<file path="src/rtl/serial_pattern_tx.sv">
// Serial frame transmitter: 11010 preamble followed by an MSB-first payload, with
// stuff bits inserted so that 11010 can only ever appear on the line as a preamble.
module serial_pattern_tx #(
    parameter int DATA_WIDTH = 8
) (
    input  logic                  clk,
    input  logic                  reset,
    input  logic [DATA_WIDTH-1:0] data_in,
    input  logic                  data_valid,
    output logic                  data_ready,
    output logic                  stream_out,
    output logic                  busy,
    output logic                  frame_done
);

    localparam int                CNT_W     = $clog2(DATA_WIDTH + 1);
    localparam logic [CNT_W-1:0]  CNT_LAST  = CNT_W'(DATA_WIDTH - 1);
    localparam logic [CNT_W-1:0]  CNT_FULL  = CNT_W'(DATA_WIDTH);
    localparam logic [4:0]        PREAMBLE_BITS = 5'b11010;
    localparam logic [3:0]        STUFF_HIST    = 4'b1101;

    typedef enum logic [1:0] {IDLE, PREAMBLE, PAYLOAD, TAIL} state_t;

    state_t                  state_q, state_d;
    logic [2:0]              idx_q, idx_d;
    logic [DATA_WIDTH-1:0]   shift_q, shift_d;
    logic [CNT_W-1:0]        cnt_q, cnt_d;
    logic [3:0]              hist_q, hist_d;
    logic                    stream_q, stream_d;
    logic                    busy_q, busy_d;
    logic                    done_q, done_d;
    logic                    emit_d;

    logic stuff_now;
    logic data_bit;
    logic data_last;

    // hist_q already contains the bit currently on the line, so it decides the next one.
    assign stuff_now  = (hist_q == STUFF_HIST);
    assign data_bit   = shift_q[DATA_WIDTH-1];
    // Final data bit ends the frame unless it completes 1101 and forces a tail stuff.
    assign data_last  = !stuff_now && (cnt_q == CNT_LAST) &&
                        ({hist_q[2:0], data_bit} != STUFF_HIST);

    assign data_ready = (state_q == IDLE);
    assign stream_out = stream_q;
    assign busy       = busy_q;
    assign frame_done = done_q;

    // NOTE: every next-state variable gets a default first so no latch is inferred.
    always_comb begin
        state_d  = state_q;
        idx_d    = idx_q;
        shift_d  = shift_q;
        cnt_d    = cnt_q;
        hist_d   = hist_q;
        busy_d   = busy_q;
        stream_d = 1'b0;
        done_d   = 1'b0;
        emit_d   = 1'b0;

        unique case (state_q)
            IDLE: begin
                if (data_valid) begin
                    state_d  = PREAMBLE;
                    idx_d    = 3'd0;
                    shift_d  = data_in;
                    cnt_d    = '0;
                    busy_d   = 1'b1;
                    stream_d = PREAMBLE_BITS[4];
                    emit_d   = 1'b1;
                end
            end
            PREAMBLE: begin
                emit_d = 1'b1;
                if (idx_q == 3'd4) begin
                    state_d = PAYLOAD;
                    if (stuff_now) begin
                        stream_d = 1'b1;
                    end else begin
                        stream_d = data_bit;
                        shift_d  = shift_q << 1;
                        cnt_d    = cnt_q + CNT_W'(1);
                        done_d   = data_last;
                    end
                end else begin
                    idx_d    = idx_q + 3'd1;
                    stream_d = PREAMBLE_BITS[3'd3 - idx_q];
                end
            end
            PAYLOAD: begin
                if (cnt_q == CNT_FULL) begin
                    if (stuff_now) begin
                        state_d  = TAIL;
                        stream_d = 1'b1;
                        emit_d   = 1'b1;
                        done_d   = 1'b1;
                    end else begin
                        state_d = IDLE;
                        busy_d  = 1'b0;
                    end
                end else begin
                    emit_d = 1'b1;
                    if (stuff_now) begin
                        stream_d = 1'b1;
                    end else begin
                        stream_d = data_bit;
                        shift_d  = shift_q << 1;
                        cnt_d    = cnt_q + CNT_W'(1);
                        done_d   = data_last;
                    end
                end
            end
            TAIL: begin
                state_d = IDLE;
                busy_d  = 1'b0;
            end
            default: begin
                state_d = IDLE;
                busy_d  = 1'b0;
            end
        endcase

        if (emit_d) begin
            hist_d = {hist_q[2:0], stream_d};
        end
    end

    // NOTE: sequential state uses non-blocking assignments only.
    always_ff @(posedge clk) begin
        if (reset) begin
            state_q  <= IDLE;
            idx_q    <= 3'd0;
            shift_q  <= '0;
            cnt_q    <= '0;
            hist_q   <= 4'b0000;
            stream_q <= 1'b0;
            busy_q   <= 1'b0;
            done_q   <= 1'b0;
        end else begin
            state_q  <= state_d;
            idx_q    <= idx_d;
            shift_q  <= shift_d;
            cnt_q    <= cnt_d;
            hist_q   <= hist_d;
            stream_q <= stream_d;
            busy_q   <= busy_d;
            done_q   <= done_d;
        end
    end

endmodule

</file>
<file path="config.mk">
export PLATFORM = sky130hd
export DESIGN_NAME = serial_pattern_tx
export DESIGN_NICKNAME = d
export VERILOG_FILES = /design/src/rtl/serial_pattern_tx.sv
export SDC_FILE = /design/constraint.sdc
export NUM_CORES = 1
export LEC_CHECK = 0
export ABC_AREA = 1
export CORE_MARGIN = 4
export CORE_UTILIZATION = 55
export DETAILED_ROUTE_END_ITERATION = 10
export PLACE_DENSITY = 0.84
export REMOVE_ABC_BUFFERS = 1
export SYNTH_ARGS = -nofsm -noshare
export SYNTH_HDL_FRONTEND = slang
export SYNTH_SLANG_ARGS = --single-unit
</file>
<file path="constraint.sdc">
create_clock -name clk -period 1.85 [get_ports clk]
set_input_delay 0.2775 -clock clk [delete_from_list [all_inputs] [get_ports clk]]
set_output_delay 0.2775 -clock clk [all_outputs]
set_load 0.005 [all_outputs]
</file>
==> summary.txt, run 1 <==
Run status
  – Outcome: finished clean

CTS
  – Htree depth: 1
  – Latest clock arrival within the worst-skew pair: 0.32 ns
  – CTS tree: built
  – Total clock sinks: 24
  – Clock Tree Buf Depth: 2
  – Cts hold-fix bufs: 0
  – Reg clk slew, reported paths: 0.14 ns
  – Clock Root Buffer: clkbuf_4
  – Post-CTS setup buffer count: 0
  – CTS buffer count: 3

Global route
  – Global-route wire length before repair: 4.91 mm
  – GRT overflow: 0
  – GRT Util Overall: 18.4%
  – Initial antenna violation count: 0
  – Number of global-route vias before repair: 1210
  – Pin count of the biggest net entering global routing: 16

Placed design
  – Placed Area: 0.00156 mm²
  – I/O Buffers: 14
  – GP Congestion: 0.856
  – Dpl hpwl: 2.16 mm

Setup path
  – Crit path largest cell delay: 0.46 ns
  – Critical path startpoint category: register
  – Slowest CP cell: dfxtp_1
  – Critical path class: reg2out
  – R2r worst-path depth: 7
  – Crit-path max FO: 6
  – Crit path required time: 1.57 ns
  – CP Cell Sequence: inv_2 -> ha_4 -> clkdlybuf4s50_1
  – Worst path arrival time: 1.51 ns
  – Worst Setup End Kind: primary output

Yosys
  – Sequential share of the synthesized area: 34.5%
  – FFs w/ async S/R, synth: 0%
  – Top_reg_cell synth: dfxtp_1
  – Yosys cell types: 27
  – Gate Count Post-Synth: 203
  – Syn avg cell area: 6.86 µm²
  – Seq cells post-synth: 24
  – Count leader, synth: nand2_1
  – Synth warnings: 0
  – Commonest cells post-synth: 64 x nand2_1, 24 x dfxtp_1, 22 x nor2_1, 19 x inv_1, 17 x a21oi_1
  – Number of synthesized flops with an enable pin: 0
  – Cell area after synthesis: 0.00139 mm²
  – Synth top area cells: dfxtp_1 35%, nand2_1 17%, ha_1 9.0%
  – Largest area contributor in the netlist: dfxtp_1
  – Synth top area share: 34.5%

Final layout
  – Fillers: 202
  – Multi-input gate area: 803 µm²
  – Layout cell share with drive strength beyond 1: 11.8%
  – Area growth, synth to finish: 17.3%
  – Register area: 480 µm²
  – # diodes: 0
  – Design area: 0.00163 mm²
  – Final Util: 70.5%
  – NumNets Final: 242

Timing
  – Slew Limit Headroom: 80.3%
  – Final setup skew: 0.00799 ns
  – TNS Setup: 0 ns
  – Period minus WS final: 1.79 ns
  – Slew Viols, Final: 0
  – Hold Fails Final Rpt: 0
  – Worst slew pin tran: 0.294 ns
  – Final period util: 96.6%
  – Final setup fails: 0
  – Fmax: 560 MHz
  – RSZ-0062 raised after global routing: no

Die
  – Die Y: 58.3 µm
  – Full die area: 0.00340 mm²
  – Initial cell density of the core: 60.1%
  – Core box area: 0.00232 mm²
  – # rows: 17
  – Die W: 58.3 µm
  – Ports: 15

Detailed routing
  – Via-per-instance ratio: 5.29
  – Pre-Repair DR Iteration Count: 4
  – DRC: 0
  – Total number of vias: 1311
  – ANT nets after route: 0
  – WL/cell: 12.0 µm
  – DRT iter0 DRCs: 90
  – DRT Wirelength: 2.97 mm

Power
  – Peak supply drop: 1.09 mV
  – PwrDens: 1530 mW/mm²
  – Leakage Power: 0.724 nW

Min path
  – Hold Crit Depth: 2
  – Worst min path class: reg2reg

Run
  – Max Cap Violations: 0
-- kinds of logic (layout without fill, tap and decap cells) --
| family | after synthesis | count (layout) | synth area share, % |
|---|---|---|---|
| simple gates | 108 | 108 | 34.3 |
| buf+inv | 29 | 46 | 8.89 |
| fa+ha+maj | 10 | 10 | 8.98 |
| flops | 24 | 24 | 34.5 |
| compound gates | 29 | 29 | 11.3 |
| mux | 1 | 1 | 0.719 |
| xor+xnor | 2 | 2 | 1.26 |
-- stage by stage --
step	setup WS, ns	total power [mW]	std cells	hold WS, ns
after global placement	0.160	2.00	244	0.450
after global routing	0.00380	2.72	248	0.508
after CTS	0.0223	2.48	248	0.483
after detailed placement	0.106	2.06	244	0.462
final	0.0636	2.50	248	0.486
after floorplan	0.233	1.71	199	0.340
-- power breakdown --
group | total (mW) | internal, mW | switching (mW)
sequential | 0.823 | 0.692 | 0.131
clock | 0.388 | 0.219 | 0.169
combinational | 1.29 | 0.496 | 0.797
-- per-layer routing --
metal,global-route usage [%],wire [µm],vias to the layer above
li1,-,-,674
met1,20.3,1310,595
met2,34.6,1490,34
met3,3.51,130,8
met4,6.29,48,0
met5,0,0,-
-- path summary, 6_finish.rpt --
| kind | slack (ns) | to | start |
|---|---|---|---|
| worst max register to register | 0.12 | shift_q[6] | state_q[0] |
| worst min register to register | 0.49 | shift_q[1] | shift_q[1] |
| worst min-delay path | 0.49 | shift_q[1] | shift_q[1] |
| worst max-delay path | 0.06 | data_ready | state_q[0] |
-- state kept, by name, summed over array words and instances (netlist names) --
name        flops
stream_out      1
hist_q          4
idx_q           3
frame_done      1
shift_q         8
cnt_q           4
state_q         2
busy            1
-- critical path: cells and delay by family (launching register included) --
family	cells	cell delay [ns]
buf+inv	2	0.54
flops	1	0.46
fa+ha+maj	1	0.19
-- repair_timing --
item	CTS	global route
resized for setup	2	4
setup endpoints to repair	1	4
gates cloned	0	0
-- placed cells by master, fill, tap and decap left out --
cell type / netlist / layout
nand3_1: 9 / 9
mux2i_1: 1 / 1
xor2_1: 1 / 1
nand3_2: 2 / 2
ha_1: 10 / 8
a21oi_2: 2 / 2
inv_1: 19 / 17
xnor2_1: 1 / 1
nor2_2: 1 / 1
bufinv_16: 0 / 1
nand2_2: 2 / 2
nand3_4: 1 / 1
ha_4: 0 / 1
inv_2: 2 / 4
o21ai_0: 7 / 7
ha_2: 0 / 1
clkbuf_4: 0 / 3
clkinvlp_4: 0 / 1
nor2_4: 2 / 2
buf_4: 1 / 3
nand4_1: 5 / 5
clkdlybuf4s50_1: 0 / 14
a21oi_1: 17 / 17
clkinv_2: 2 / 2
nand2_1: 64 / 64
o21ai_1: 1 / 1
nor2_1: 22 / 22
clkinv_1: 2 / 1
a211oi_1: 2 / 2
dfxtp_1: 24 / 24
-- layout make-up --
class	instances	share of cell area [%]
clock buffers	3	1.38
clock inverters	1	1.84
inverters	25	6.13
multi-input cells	150	49.2
flip-flops and latches	24	29.4
well taps	28	2.14
repair buffers	17	9.95
No activity file was read; power rests on OpenSTA's default activity.
==> inputs of run 2 (changes only) <==
--- a/config.mk
+++ b/config.mk
@@ -6,9 +6,12 @@
 export NUM_CORES = 1
 export LEC_CHECK = 0
 export ABC_AREA = 1
+export CAP_MARGIN = 25
 export CORE_MARGIN = 4
 export CORE_UTILIZATION = 55
+export CTS_CLUSTER_DIAMETER = 50
 export DETAILED_ROUTE_END_ITERATION = 10
+export GPL_TIMING_DRIVEN = 0
 export PLACE_DENSITY = 0.84
 export REMOVE_ABC_BUFFERS = 1
 export SYNTH_ARGS = -nofsm -noshare
==> summary.txt, run 2 (synthesis gave the netlist of run 1 again) <==
Final layout
  – Area growth, synth to finish: 16.5%
  – NumNets Final: 239 (-1.2%)
  – Reg with most FFs: shift_q
  – Fillers: 204 (+0.99%)
  – # diodes: 0 (unchanged)
  – Commonest non-fill, non-tap cell in the layout: nand2_1
  – Max reg flops: 8 (unchanged)
  – Register area: 482 µm² (+0.26%)
  – Multi-input gate area: 816 µm² (+1.6%)
  – Final Util: 70.0% (-0.49 points)
  – Largest regs: shift_q: 8 flops, cnt_q: 4 flops, hist_q: 4 flops
  – Layout cell share with drive strength beyond 1: 11.5% (-0.30 points)
  – Most frequent cells in the layout: 64 x nand2_1, 23 x dfxtp_1, 22 x nor2_1

Placed design
  – I/O Buffers: 14 (unchanged)
  – Post-Place Worst Slack: -0.126 ns (-0.232 ns)
  – Dpl hpwl: 2.15 mm (-0.73%)
  – GP Congestion: 0.857 (about the same)

CTS
  – CTS tree: built
  – Clock Tree Buf Depth: 2 (unchanged)
  – Cts hold-fix bufs: 0 (unchanged)
  – Total clock sinks: 24 (unchanged)
  – Latest clock arrival within the worst-skew pair: 0.33 ns (about the same)
  – Reg clk slew, reported paths: 0.14 ns (about the same)
  – Clock Root Buffer: clkbuf_4
  – Htree depth: 1 (unchanged)
  – CTS buffer count: 3 (unchanged)
  – Post-CTS setup buffer count: 0 (unchanged)

Timing
  – Final period util: 96.5% (about the same)
  – Slew Limit Headroom: 60.3% (-20 points)
  – Slew Viols, Final: 0 (unchanged)
  – Final setup skew: 0.0120 ns (+0.00398 ns)
  – Fmax: 560 MHz (about the same)
  – Hold Fails Final Rpt: 0 (unchanged)
  – Worst slew pin tran: 0.593 ns (+0.299 ns)
  – Period minus WS final: 1.79 ns (-0.000825 ns)
  – Final setup fails: 0 (unchanged)
  – Setup ws final: 0.0645 ns (+0.000825 ns)

Detailed routing
  – DRT iter0 DRCs: 54 (-40%)
  – ANT nets after route: 0 (unchanged)
  – DRT Wirelength: 2.93 mm (-1.4%)
  – WL/cell: 12.0 µm (-0.17%)
  – Pre-Repair DR Iteration Count: 4 (unchanged)
  – Via-per-instance ratio: 5.43 (+2.8%)
  – Met1 Wirelength: 1.24 mm (-5.0%)
  – WL met2: 1.48 mm (-0.20%)
  – Highest metal used: met4
  – DR WL met3: 148 µm (+14%)
  – DRC: 0 (unchanged)
  – Total number of vias: 1331 (+1.5%)

Power
  – Pwr Total: 2.50 mW (-0.28%)
  – Sequential share of power: 32.9% (about the same)
  – PwrDens: 1540 mW/mm² (+0.41%)
  – Clock group share of total power: 15.4% (about the same)
  – Psw: 1.08 mW (-1.1%)
  – Switching Share: 43.4% (-0.37 points)
  – Leakage Power: 0.713 nW (-1.6%)
  – Peak supply drop: 1.04 mV (-4.9%)
  – Cell Int Power: 1.41 mW (+0.37%)
  – Logic gate share of total power: 51.7% (about the same)

Setup path
  – Worst Setup End Kind: primary output
  – Slowest CP cell: clkdlybuf4s50_1
  – Top delay family on crit path: buffers and inverters
  – Worst path arrival time: 1.51 ns (about the same)
  – Crit-path max FO: 6 (unchanged)
  – Critical path startpoint category: register
  – Crit path required time: 1.57 ns (about the same)
  – Crit path largest cell delay: 0.50 ns (+0.04 ns)
  – CP Cell Sequence: inv_2 -> ha_4 -> clkdlybuf4s50_1
  – Buf/Inv on CP: 2 (unchanged)
  – Critical path class: reg2out

Global route
  – GRT Util Overall: 18.9% (+0.52 points)
  – Initial antenna violation count: 0 (unchanged)
  – GRT overflow: 0 (unchanged)
  – Global-route wire length before repair: 5.05 mm (+3.0%)
  – Number of global-route vias before repair: 1180 (-2.5%)
  – Pin count of the biggest net entering global routing: 16 (unchanged)

Die
  – Core box area: 0.00232 mm² (unchanged)
  – Full die area: 0.00340 mm² (unchanged)
  – Initial cell density of the core: 60.1% (unchanged)
  – Die Y: 58.3 µm (unchanged)
  – Die W: 58.3 µm (unchanged)
  – Ports: 15 (unchanged)
  – # rows: 17 (unchanged)

Run status
  – Outcome: finished clean

Run
  – Max Cap Violations: 0 (unchanged)

Min path
  – Worst min path class: reg2reg
-- run 2: changes by cell type in the layout (fill, tap and decap cells not counted) --
cell	before	now
dfxtp_2	0	1
dfxtp_1	24	23
buf_4	3	0
clkinv_2	2	3
ha_4	1	2
clkinvlp_4	1	0
ha_1	8	7
-- run 2: path summary, 6_finish.rpt --
check	from	endpoint	cells after the start	slack [ns]
setup / recovery	state_q[1]	data_ready	3	0.06
hold / removal	shift_q[4]	shift_q[4]	2	0.48
setup reg to reg	state_q[1]	shift_q[5]	7	0.16
hold reg to reg	shift_q[4]	shift_q[4]	2	0.48
-- run 2: metal layers --
metal | up-vias | track usage [%]
met5 | - | 0
met4 | 0 | 5.96
met3 | 7 | 3.51
met2 | 34 | 32.7
met1 | 617 | 23.6
li1 | 673 | -
-- run 2: worst reg2reg max path, cell delays in order (launching register included) --
cell      delay [ns]
dfxtp_1         0.42
inv_2           0.11
ha_4            0.38
nand3_2         0.15
nand3_4         0.20
clkinv_2        0.17
nand2_1         0.09
a21oi_1         0.06
-- run 2: power by group through the flow --
| stage | Clock (mW) | Combinational, mW | Sequential [mW] |
|---|---|---|---|
| floorplan | 0 | 0.906 | 0.801 |
| detailed placement | 0 | 1.20 | 0.831 |
| global placement | 0 | 1.14 | 0.816 |
| CTS | 0.393 | 1.23 | 0.820 |
| finish | 0.384 | 1.29 | 0.822 |
| global route | 0.418 | 1.49 | 0.847 |
-- run 2: through the flow --
stage / cell area [µm²] / hold slack (ns) / setup TNS [ns] / instances
3_3_place_gp: 1540 / 0.450 / -0.382 / 241
4_1_cts: 1600 / 0.481 / 0 / 245
3_5_place_dp: 1540 / 0.460 / -0.995 / 241
6_report: 1620 / 0.481 / 0 / 245
5_1_grt: 1620 / 0.509 / -0.00564 / 245
2_1_floorplan: 1370 / 0.340 / 0 / 199
-- run 2: area by class of cell --
| type | count | area share [%] |
|---|---|---|
| clock buffer | 3 | 1.39 |
| sequential | 24 | 29.7 |
| tap | 28 | 2.16 |
| multi-input combinational | 150 | 50.3 |
| inverter | 25 | 6.01 |
| clock inverter | 1 | 1.85 |
| timing repair buffer | 14 | 8.64 |
-- run 2: timing repair --
item	CTS	global route
gates resized for setup	5	4
endpoints found under the setup margin	11	10
endpoints found under the hold margin	0	0
